File: src/rtl/dead_time_mc.sv
// Multi-channel complementary dead-time generator: one A/B gate pair per phase leg,
// with shadowed dead-time reload, latched fault shutdown and per-output polarity.
module dead_time_mc #(
  parameter int N_CH     = 3,
  parameter int DT_WIDTH = 10
) (
  input  logic                     clk,
  input  logic                     reset,
  input  logic [N_CH-1:0]          pwm,
  input  logic [N_CH*DT_WIDTH-1:0] dtime_a,
  input  logic [N_CH*DT_WIDTH-1:0] dtime_b,
  input  logic                     load,
  input  logic [N_CH-1:0]          pol_a,
  input  logic [N_CH-1:0]          pol_b,
  input  logic [N_CH-1:0]          pwm_en,
  input  logic [N_CH-1:0]          dt_en,
  input  logic                     fault,
  input  logic                     fault_clear,
  output logic [N_CH-1:0]          pwmout_a,
  output logic [N_CH-1:0]          pwmout_b,
  output logic                     fault_latched,
  output logic [N_CH-1:0]          dt_busy
);

  typedef enum logic [2:0] {SAFE, DT_A, ON_A, DT_B, ON_B} state_e;

  localparam logic [DT_WIDTH-1:0] CNT_MAX = '1;
  localparam logic [DT_WIDTH-1:0] ONE_DT  = DT_WIDTH'(1);
  localparam logic [DT_WIDTH:0]   ONE_WD  = (DT_WIDTH + 1)'(1);

  logic fault_q, fault_d;

  // A new fault request always beats a simultaneous clear.
  assign fault_d       = fault | (fault_q & ~fault_clear);
  assign fault_latched = fault_q;

  always_ff @(posedge clk or negedge reset) begin
    if (!reset) fault_q <= 1'b0;
    else        fault_q <= fault_d;
  end

  for (genvar i = 0; i < N_CH; i++) begin : g_ch
    state_e              state_q, state_d;
    logic [DT_WIDTH-1:0] cnt_q, cnt_d, cnt_inc;
    logic [DT_WIDTH-1:0] da_q, da_d, db_q, db_d;
    logic                pend_q, pend_d, xfer;
    logic                dten_q;
    logic                act_a_q, act_a_d, act_b_q, act_b_d;
    logic                busy_q, busy_d;

    always_comb begin
      state_d = state_q;
      cnt_d   = cnt_q;
      cnt_inc = (cnt_q == CNT_MAX) ? cnt_q : cnt_q + ONE_DT;
      // Shadow values only move into the active registers outside a dead-time interval.
      xfer    = (pend_q | load) & (state_q inside {SAFE, ON_A, ON_B});
      da_d    = xfer ? dtime_a[i*DT_WIDTH +: DT_WIDTH] : da_q;
      db_d    = xfer ? dtime_b[i*DT_WIDTH +: DT_WIDTH] : db_q;
      pend_d  = (pend_q | load) & ~xfer;

      if (fault_d) begin
        state_d = SAFE;
        cnt_d   = '0;
      end else if (!dt_en[i]) begin
        state_d = pwm[i] ? ON_A : ON_B;
        cnt_d   = '0;
      end else if (!dten_q) begin
        state_d = SAFE;
        cnt_d   = '0;
      end else begin
        unique case (state_q)
          SAFE: begin
            if (pwm[i] ? (cnt_q >= da_d) : (cnt_q >= db_d)) begin
              state_d = pwm[i] ? ON_A : ON_B;
              cnt_d   = '0;
            end else begin
              cnt_d = cnt_inc;
            end
          end
          ON_B: begin
            if (pwm[i]) begin
              state_d = (da_d == '0) ? ON_A : DT_A;
              cnt_d   = '0;
            end
          end
          // Returning to the side that last conducted needs no gap.
          DT_A: begin
            if (!pwm[i])                                state_d = ON_B;
            else if (({1'b0, cnt_q} + ONE_WD) >= {1'b0, da_q}) state_d = ON_A;
            else                                        cnt_d = cnt_inc;
          end
          ON_A: begin
            if (!pwm[i]) begin
              state_d = (db_d == '0) ? ON_B : DT_B;
              cnt_d   = '0;
            end
          end
          DT_B: begin
            if (pwm[i])                                 state_d = ON_A;
            else if (({1'b0, cnt_q} + ONE_WD) >= {1'b0, db_q}) state_d = ON_B;
            else                                        cnt_d = cnt_inc;
          end
          default: begin
            state_d = SAFE;
            cnt_d   = '0;
          end
        endcase
      end

      act_a_d = (state_d == ON_A) & pwm_en[i] & ~fault_d;
      act_b_d = (state_d == ON_B) & dt_en[i] & pwm_en[i] & ~fault_d;
      busy_d  = (state_d == DT_A) | (state_d == DT_B) | ((state_d == SAFE) & ~fault_d);
    end

    always_ff @(posedge clk or negedge reset) begin
      if (!reset) begin
        state_q <= SAFE;
        cnt_q   <= '0;
        da_q    <= '0;
        db_q    <= '0;
        pend_q  <= 1'b0;
        dten_q  <= 1'b1;
        act_a_q <= 1'b0;
        act_b_q <= 1'b0;
        busy_q  <= 1'b0;
      end else begin
        state_q <= state_d;
        cnt_q   <= cnt_d;
        da_q    <= da_d;
        db_q    <= db_d;
        pend_q  <= pend_d;
        dten_q  <= dt_en[i];
        act_a_q <= act_a_d;
        act_b_q <= act_b_d;
        busy_q  <= busy_d;
      end
    end

    // Polarity is static configuration, so the inactive level tracks it even in reset.
    assign pwmout_a[i] = act_a_q ? pol_a[i] : ~pol_a[i];
    assign pwmout_b[i] = act_b_q ? pol_b[i] : ~pol_b[i];
    assign dt_busy[i]  = busy_q;
  end

endmodule

File: config.mk
export PLATFORM = sky130hd
export DESIGN_NAME = dead_time_mc
export DESIGN_NICKNAME = d
export VERILOG_FILES = /design/src/rtl/dead_time_mc.sv
export SDC_FILE = /design/constraint.sdc
export NUM_CORES = 1
export LEC_CHECK = 0
export BUFFER_PORTS_ARGS = -buffer_cell sky130_fd_sc_hd__buf_2
export CAP_MARGIN = 20
export CORE_MARGIN = 10
export CORE_UTILIZATION = 23
export CTS_BUF_LIST = sky130_fd_sc_hd__clkbuf_4
export DETAILED_ROUTE_END_ITERATION = 8
export SETUP_SLACK_MARGIN = 0.5
export SYNTH_ARGS = -nofsm -noshare
export SYNTH_HDL_FRONTEND = slang
export SYNTH_SLANG_ARGS = --single-unit
File: constraint.sdc
create_clock -name clk -period 10.6 [get_ports clk]
set_input_delay 2.12 -clock clk [delete_from_list [all_inputs] [get_ports clk]]
set_output_delay 2.12 -clock clk [all_outputs]
set_load 0.05 [all_outputs]
==> qor.txt <==
outcome: completed
total gr overflow: 0
fin area: 10320 sq um
top_reg_cell synth: dfrtp_1
vias in the first global route: 7924
Worst-Skew Late Latency: 0.60 ns
ratio of cells with drive above 1 in the final layout: 0.1559
CP Data Arrival Time: 5.40 ns
Post-synth EDFFs: 0
initial DRC count: 519
wire length per cell: 16.06 um
final-stage net count: 1287
vias per cell: 4.762
dpl cell area: 10010 sq um
Post-CTS Hold Buffers: 0
dpl ws: 5.086 ns
hpwl dp: 20.58 mm
Setup WS post-layout: 5.671 ns
Mean Syn Cell Area: 9.063 sq um
Gate power share: 0.198
Slowest-stage cell, CP: a2111oi_0
die width: 218.8 um
largest net degree at the start of global routing: 66
CP Cell Sequence: buf_2, nor2_1, and2b_1, buf_4, mux2_2, ha_1, nand2b_1, a21o_1, a2111oi_0, o21a_1, o21bai_1, a211oi_1, nor2b_1, and3_1
peak supply drop: 0.00004781 V
die area: 47870 sq um
Tightest Hold Check Type: reg2reg
row cnt: 72
H-tree Lvls: 4
number of port buffers: 89
critical path class: in2reg
clk slew on worst S/H paths: 0.11 ns
first-pass GRT wire length: 41.70 mm
Synth Instances: 1003
CTS Buffer Depth: 2
Crit. End Element: flop
# clock sinks: 115
Final Skew: 0.03360 ns
crit path time final: 4.929 ns
TritonRoute pass-1 iters: 5
Mapped Area: 9090 sq um
Critical Path Fanout Max: 25
core area: 38830 sq um
cts bufs inserted: 17
root buffer cell: clkbuf_4
total routed wirelength: 25.97 mm
post-synth net total: 1206
RSZ-0062 raised after global routing: false
Least-Margin Pin Slew: 0.8680 ns
net switching power: 0.3477 mW
#FFs+latches synth: 115
PwrDens: 102.6 nW/um^2
fin. max-slew vios: 0
Async SR Flop Fraction: 1.000
Required @ worst endpoint: 11.07 ns
die height: 218.8 um
register area share after synthesis: 0.3170
CTS tree: built
fin util: 0.2657
TNS Setup: 0 ns
area grow syn2layout: 13.49%
Placer Congestion: 0.8701
synth unique cells: 86
Sw Ratio: 0.3287
crit-path max cell delay: 0.49 ns
Setup-failing EPs final: 0
initial antenna violation count: 3
Initial Utilization: 0.2341
Clk pwr share: 0.334
synth warn: 0
Resized cells post-CTS: 0
I/O pins: 90
crit start category: primary input
GRT Util Overall: 0.1088
Internal: 0.7102 mW
sequential fraction of design power: 0.469
Relative slew margins: 0.4214
fmax: 202.9 MHz
fin crit share: 0.4650
total of max-cap violations: 0
DRC violations left: 0
Routed Antenna Nets: 0
vias: 7700
Leakage Power: 5.188 nW
post-CTS setup buffer count: 0
Hold Vio Cnt, Final: 0
-- path summary, 6_finish.rpt --
kind	cells past startpoint	slack [ns]	from	to
max reg2reg	13	6.42	g_ch[0].cnt_q[0]	g_ch[0].cnt_q[9]
min reg2reg	2	0.51	g_ch[2].pend_q	g_ch[2].pend_q
max	14	5.67	load	g_ch[2].act_a_q
min in group asynchronous	1	1.64	reset	g_ch[2].db_q[9]
min	2	0.51	g_ch[2].pend_q	g_ch[2].pend_q
max in group asynchronous	2	7.71	reset	g_ch[0].cnt_q[9]
-- kinds of logic after synthesis --
logic type | synth area share
compound gates | 0.1712
mux | 0.06882
buf+inv | 0.07667
xor+xnor | 0.02891
flops | 0.3170
fa+ha+maj | 0.1693
simple gates | 0.1681
-- registers in the layout, summed over array words and instances (netlist names) --
register and cells:
g_ch.act_b_q 3, g_ch.state_q 9, g_ch.da_q 30, g_ch.cnt_q 30
g_ch.dten_q 3, g_ch.busy_q 3, g_ch.act_a_q 3, g_ch.pend_q 3
fault_latched 1, g_ch.db_q 30
-- cell usage in the layout, fill, tap and decap left out, drive strengths merged, types with 16 or more instances in the layout --
| master | count |
|---|---|
| a211oi | 16 |
| a21oi | 61 |
| and3 | 18 |
| buf | 95 |
| clkbuf | 17 |
| dfrtp | 112 |
| ha | 123 |
| inv | 126 |
| mux2i | 49 |
| nand2 | 62 |
| nand3 | 29 |
| nor2 | 58 |
| nor3 | 20 |
| nor4 | 24 |
| o21ai | 56 |
| xnor2 | 17 |
-- metal layers --
layer  routed length, um  part of all wire  global-route usage  up-vias
li1                    -                 -                   -     3779
met5                  30            0.0012                   0        -
met4                 617             0.024             0.04229        4
met2               12490              0.48              0.1823      157
met1               11660              0.45              0.1310     3722
met3                1167             0.045             0.02779       38
-- worst max-delay path, delay by kind of cell --
kind / cells / cell delay (ns)
muxes: 1 / 0.40
adders and majority gates: 1 / 0.26
AOI/OAI and AO/OA: 5 / 1.37
buffers and inverters: 2 / 0.51
and+or+nand+nor: 5 / 0.71
-- area by class of cell --
type                    count  area (sq um)
diodes                      2         5.005
clock buffers              17         127.6
clock inverters            15         166.4
fillers                  4132         28510
inverters                 126         473.0
multi-input cells         729          5518
flip-flops and latches    115          2882
well taps                 518         648.1
repair buffers             95         496.7
-- power groups by stage --
stage               Clock (mW)  Combinational [mW]  Sequential (mW)
finish                   0.353               0.209            0.496
floorplan                    0               0.146            0.493
detailed placement           0               0.211            0.503
global placement             0               0.204            0.503
CTS                      0.370               0.211            0.496
global route             0.387               0.240            0.500
-- Yosys cell counts, types with 4 or more instances --
library cell,number,area [sq um]
o31ai_1,6,45.04
or4_1,5,37.54
a211oi_2,6,75.07
nor4_1,24,150.1
mux2_2,10,112.6
nand2b_1,14,87.58
mux2i_1,49,490.5
buf_6,5,56.30
a2111oi_0,4,35.03
clkbuf_1,11,41.29
nand2_1,60,225.2
xnor2_1,17,148.9
dfrtp_1,112,2803
o211ai_1,5,37.54
a21o_1,10,75.07
o21ai_1,20,100.1
buf_2,8,40.04
o21a_1,8,60.06
nand3_1,28,140.1
buf_4,6,45.04
a21oi_1,60,300.3
and2_1,7,43.79
nor3_1,19,95.09
nand4_1,12,75.07
o21ai_0,33,165.2
and3_1,18,112.6
and4_1,8,70.07
inv_1,124,465.5
o2111ai_1,6,52.55
ha_1,123,1539
nor2_1,57,214.0
a31oi_1,9,56.30
nor2b_1,14,87.58
xor2_1,13,113.9
a211oi_1,10,75.07
-- through the flow --
step | hold WS, ns | power (mW) | std cells
2_1_floorplan | 0.4583 | 0.6387 | 1003
3_3_place_gp | 0.5049 | 0.7068 | 1582
3_5_place_dp | 0.4855 | 0.7140 | 1582
4_1_cts | 0.5168 | 1.077 | 1614
5_1_grt | 0.5404 | 1.127 | 1616
6_report | 0.5121 | 1.058 | 1617
Power figures use the tool's default switching activity.
